File: src/rtl/disp_hole_fill.sv
// Disparity hole filler for a decimated stereo stream.
// Low-confidence pixels are replaced by the last confident disparity
// of the same row, for at most max_fill pixels per run. Past that
// limit, and at the start of every row, they are replaced by zero.
// The block has a single registered output stage with a
// valid/ready handshake on each side.
module disp_hole_fill #(
   parameter int         frame_w     = 80,
   parameter int         frame_h     = 160,
   parameter int         disp_bits   = 5,
   parameter logic [7:0] conf_thresh = 8'd32,
   parameter int         max_fill    = 16
) (
   input  logic        clk,
   input  logic        reset,
   input  logic [15:0] in_data,
   input  logic        in_valid,
   output logic        in_ready,
   output logic [7:0]  out_data,
   output logic        out_filled,
   output logic        out_valid,
   input  logic        out_ready,
   output logic        frame_done
);

   localparam int col_bits = (frame_w > 1) ? $clog2(frame_w) : 1;
   localparam int row_bits = (frame_h > 1) ? $clog2(frame_h) : 1;
   localparam int run_bits = $clog2(max_fill + 1);

   logic [col_bits-1:0]  col_cnt;
   logic [row_bits-1:0]  row_cnt;
   logic [disp_bits-1:0] last_disp;
   logic [run_bits-1:0]  run_cnt;

   logic                 accept;
   logic                 last_col;
   logic                 last_row;
   logic                 pix_ok;
   logic [disp_bits-1:0] pix_disp;
   logic [7:0]           pix_conf;
   logic [disp_bits-1:0] eff_last;
   logic [run_bits-1:0]  eff_run;

   logic [7:0]           nxt_data;
   logic                 nxt_filled;
   logic [disp_bits-1:0] nxt_last;
   logic [run_bits-1:0]  nxt_run;

   // The bits above the disparity field carry no meaning for this block.
   logic unused_upper;
   assign unused_upper = ^(in_data >> (8 + disp_bits));

   assign in_ready = !out_valid || out_ready;
   assign accept   = in_valid && in_ready;

   assign pix_disp = in_data[8 +: disp_bits];
   assign pix_conf = in_data[7:0];
   assign pix_ok   = (pix_conf >= conf_thresh);

   assign last_col = (col_cnt == col_bits'(frame_w - 1));
   assign last_row = (row_cnt == row_bits'(frame_h - 1));

   // At column 0 the fill history is forced to empty, so values never carry across rows.
   assign eff_last = (col_cnt == '0) ? '0 : last_disp;
   assign eff_run  = (col_cnt == '0) ? '0 : run_cnt;

   // Decide the output value and the updated fill history for the incoming pixel.
   always_comb begin
      nxt_data   = '0;
      nxt_filled = 1'b0;
      nxt_last   = eff_last;
      nxt_run    = eff_run;
      if (pix_ok) begin
         nxt_data   = 8'(pix_disp);
         nxt_filled = 1'b0;
         nxt_last   = pix_disp;
         nxt_run    = '0;
      end else if (eff_run < run_bits'(max_fill)) begin
         nxt_data   = 8'(eff_last);
         nxt_filled = 1'b1;
         nxt_run    = eff_run + 1'b1;
      end else begin
         nxt_data   = '0;
         nxt_filled = 1'b1;
         nxt_run    = run_bits'(max_fill);
      end
   end

   // Output register: load on accept, otherwise hold while stalled or empty once drained.
   always_ff @(posedge clk or posedge reset) begin
      if (reset) begin
         out_valid  <= 1'b0;
         out_data   <= '0;
         out_filled <= 1'b0;
      end else if (accept) begin
         out_valid  <= 1'b1;
         out_data   <= nxt_data;
         out_filled <= nxt_filled;
      end else if (out_ready) begin
         out_valid  <= 1'b0;
      end
   end

   // Fill history only changes on accepted beats, so input stalls have no effect on results.
   always_ff @(posedge clk or posedge reset) begin
      if (reset) begin
         last_disp <= '0;
         run_cnt   <= '0;
      end else if (accept) begin
         last_disp <= nxt_last;
         run_cnt   <= nxt_run;
      end
   end

   // Raster position tracking and a single-cycle end-of-frame pulse.
   always_ff @(posedge clk or posedge reset) begin
      if (reset) begin
         col_cnt    <= '0;
         row_cnt    <= '0;
         frame_done <= 1'b0;
      end else if (accept) begin
         frame_done <= last_col && last_row;
         if (last_col) begin
            col_cnt <= '0;
            row_cnt <= last_row ? '0 : row_cnt + 1'b1;
         end else begin
            col_cnt <= col_cnt + 1'b1;
         end
      end else begin
         frame_done <= 1'b0;
      end
   end

endmodule

File: config.mk
export PLATFORM = sky130hd
export DESIGN_NAME = disp_hole_fill
export DESIGN_NICKNAME = d
export VERILOG_FILES = /design/src/rtl/disp_hole_fill.sv
export SDC_FILE = /design/constraint.sdc
export NUM_CORES = 1
export LEC_CHECK = 0
export ABC_CLOCK_PERIOD_IN_PS = 4300
export BUFFER_PORTS_ARGS = -buffer_cell sky130_fd_sc_hd__buf_2
export CAP_MARGIN = 20
export CORE_ASPECT_RATIO = 0.75
export CORE_MARGIN = 1.5
export CORE_UTILIZATION = 45
export DETAILED_ROUTE_END_ITERATION = 10
export PLACE_DENSITY = 0.71
export SLEW_MARGIN = 0
export SYNTH_ARGS = -nofsm -noshare
export SYNTH_HDL_FRONTEND = slang
export SYNTH_SLANG_ARGS = --single-unit
File: constraint.sdc
create_clock -name clk -period 4.3 [get_ports clk]
set_input_delay 0.86 -clock clk [delete_from_list [all_inputs] [get_ports clk]]
set_output_delay 0.86 -clock clk [all_outputs]
set_load 0.01 [all_outputs]
==> flow_summary.ini <==
[global_routing]
grt_pass1_vias = 1166
grt_first_pass_wirelength_um = 5340
grt-ovfl-total = 0
grt_max_degree = 34
grtUsageTotal = 0.184
antenna_found_initial = 0

[die]
fp.dieW_um = 72.0
design.core.area_sq_um = 3360
start_util = 0.479
die_y_um = 54.8
std_cell_rows = 18
dieArea_sq_um = 3940
io_pins = 32

[timing]
clock_skew_ns = 0.00629
period_needed_ns = 2.26
slew_violations = 0
rsz0062_at_grt = false
maxSlewHeadroom = 0.668
finalSetupViolCount = 0
fin_tns_setup_ns = 0
max_freq_mhz = 442
fin_crit_sh = 0.526
max_slew.worst_pin.slew_ns = 0.497
hold_violations = 0

[power]
p_sw_frac = 0.289
power_frac_comb = 0.167
p_per_area_nw_per_um2 = 425
power_switching_w = 0.000225
internal_power_w = 0.000552
seq_power_share = 0.502
vdd_drop_max_v = 0.000206
p_clk_frac = 0.331
p_leak_nw = 0.883

[hold_path]
worstHoldPathCells = 1
hold-path-endpoint = out_filled
hp-start = out_filled
hold_path_class = reg2reg

[critical_path]
cp.arrival_ns = 1.40
path_class = in2out
timing.rr.end = run_cnt[2]
critPathMaxStageDelay_ns = 0.25
crit_fanout = 8
required_ns = 3.44
cpMaxStageDelayCell = nand2b_1
ff2ff_path_depth = 9
rrSetupSlack_ns = 2.05
path_cells = buf_2 > nand2b_1 > buf_2
crit_path_end_kind = output port
critPathLaunchType = input pin
cpMostUsedCell = buf_2
r2r_start = col_cnt[0]

[cells_and_area]
utilization = 0.545
areaGrowthSynthToFinish_pct = 13.9
insertedDiodeCount = 0
nNetsFinal = 204
design_area_sq_um = 1830
drive_gt1_frac = 0.177

[clock_network]
cts_hold_buf = 0
cts_root_buf = clkbuf_8
cts_made_buffers = 5
clock_latency_ns = 0.29
cts.repair.resized = 0
cts.sinks = 33
htree_levels = 2
cts_setup_buffers = 0
cts.clk_slew.worst_paths_ns = 0.07
cts_tree = done
cts_buffer_depth = 2

[synthesis]
netlist_instances = 158
synth.distinct_cells = 37
synthArstFlopShare = 1.00
syn_area_sq_um = 1610
yosysWarningCount = 0
synth_seq_cells = 33
synth_edf_count = 0
synth.avg_cell_area_sq_um = 10.2
yosys_most_used_dff = dfrtp_1
ys_seq_area_frac = 0.514

[place]
dpl_cell_area_sq_um = 1730
place_congestion = 0.761
port_buffers = 20
hpwl_um = 2200

[drt]
drt-initial-drc-count = 93
wl_um = 3150
ant_nets = 0
wire_per_inst_um = 14.2
drt_first_pass_iters = 4
drc = 0
avgViaCountPerCell = 5.67
vias = 1253

[run_status]
outcome = finished, final reports clean

[job]
maxCapViolCount = 0
[cells by family (layout without fill, tap and decap cells)]
| group | count (synthesis) | count (layout) | share of synthesized area |
|---|---|---|---|
| xor gates and xnor gates | 6 | 6 | 0.0327 |
| DFF | 33 | 33 | 0.514 |
| buffers and inverters | 14 | 35 | 0.0412 |
| and+or+nand+nor | 62 | 62 | 0.201 |
| AOI/OAI and AO/OA | 37 | 37 | 0.171 |
| other | 1 | 3 | 0.00233 |
| adders and majority gates | 4 | 4 | 0.0311 |
| muxes | 1 | 1 | 0.00700 |
[stage by stage]
| step | cells | setup slack [ns] | hold slack (ns) | total power, W |
|---|---|---|---|---|
| floorplan | 160 | 2.31 | 0.463 | 0.000484 |
| global placement | 213 | 1.84 | 0.460 | 0.000517 |
| detailed placement | 213 | 1.76 | 0.461 | 0.000526 |
| CTS | 221 | 2.05 | 0.485 | 0.000783 |
| global route | 221 | 1.89 | 0.512 | 0.000827 |
| finish | 221 | 2.04 | 0.478 | 0.000777 |
[area by class of cell]
| cell class | count | area (sq um) |
|---|---|---|
| repair buffers | 21 | 108 |
| flip-flops and latches | 33 | 826 |
| multi-input cells | 113 | 723 |
| inverters | 6 | 22.5 |
| fillers | 294 | 1530 |
| clock buffers | 7 | 96.3 |
| well taps | 40 | 50.0 |
| clock inverters | 1 | 5.00 |
[flip-flops by register name, indices dropped and copies added (netlist names)]
name	flops
last_disp	5
run_cnt	5
row_cnt	8
out_data	5
frame_done	1
out_filled	1
out_valid	1
col_cnt	7
[power groups by stage]
stage | registers (W) | clock network, W | logic, W
final | 0.000390 | 0.000257 | 0.000130
after CTS | 0.000391 | 0.000261 | 0.000131
after global routing | 0.000399 | 0.000279 | 0.000148
after detailed placement | 0.000396 | 0 | 0.000130
after global placement | 0.000392 | 0 | 0.000124
after floorplan | 0.000391 | 0 | 0.0000932
[how the worst max path moves through the flow]
stage | startpoint | endpoint | slack, ns | depth (start not counted)
global placement | out_ready | row_cnt[7] | 1.84 | 5
global route | out_ready | row_cnt[7] | 1.89 | 5
finish | out_ready | in_ready | 2.04 | 3
CTS | out_ready | in_ready | 2.05 | 3
detailed placement | out_ready | row_cnt[7] | 1.76 | 5
floorplan | out_ready | row_cnt[7] | 2.31 | 5
[cells in the final DEF, fill, tap and decap left out, types with 2 or more instances in the layout]
cell,netlist,final
clkbuf_8,0,7
or3_1,2,2
inv_1,6,6
nand2b_1,4,4
nand4_1,3,3
nor2_1,18,18
or4_1,2,2
nor3_1,3,3
o21ai_0,7,7
o31ai_1,2,2
a221oi_1,5,5
buf_2,2,20
ha_1,4,4
conb_1,1,3
a22o_1,8,8
dfrtp_1,33,33
a21o_1,5,5
a21oi_1,4,4
nand3_1,8,8
xor2_1,3,3
nand2_1,9,9
and2_1,6,6
xnor2_1,3,3
and3_1,2,2
[layer usage]
layer | up-vias | wire length [um] | part of all wire | GRT usage
li1 | 605 | - | - | -
met1 | 607 | 1640 | 0.52 | 0.251
met2 | 36 | 1320 | 0.42 | 0.270
met3 | 5 | 144 | 0.046 | 0.0681
met4 | 0 | 44 | 0.014 | 0.0660
met5 | - | 0 | 0 | 0
[critical path, delay by kind of cell]
kind                   cells  cell delay [ns]
and+or+nand+nor            1             0.25
buffers and inverters      2             0.29
[cell usage after synthesis, drive strengths merged (2+ instances only)]
cell type  instances  area share
or3                2      0.0078
nand2              9       0.021
clkbuf             3      0.0070
nor3b              2       0.012
xor2               3       0.016
nor3               3      0.0093
o31ai              2      0.0093
a221oi             5       0.027
and3               2      0.0078
inv                6       0.014
buf                5       0.020
xnor2              3       0.016
a21o               5       0.023
nand2b             4       0.016
a22o               8       0.044
a21oi              4       0.012
o21ai              7       0.022
dfrtp             33        0.51
nand3              8       0.025
and2               6       0.023
nor2              18       0.042
nand4              3       0.012
or4                2      0.0093
ha                 4       0.031
(Power assumes the default switching activity.)
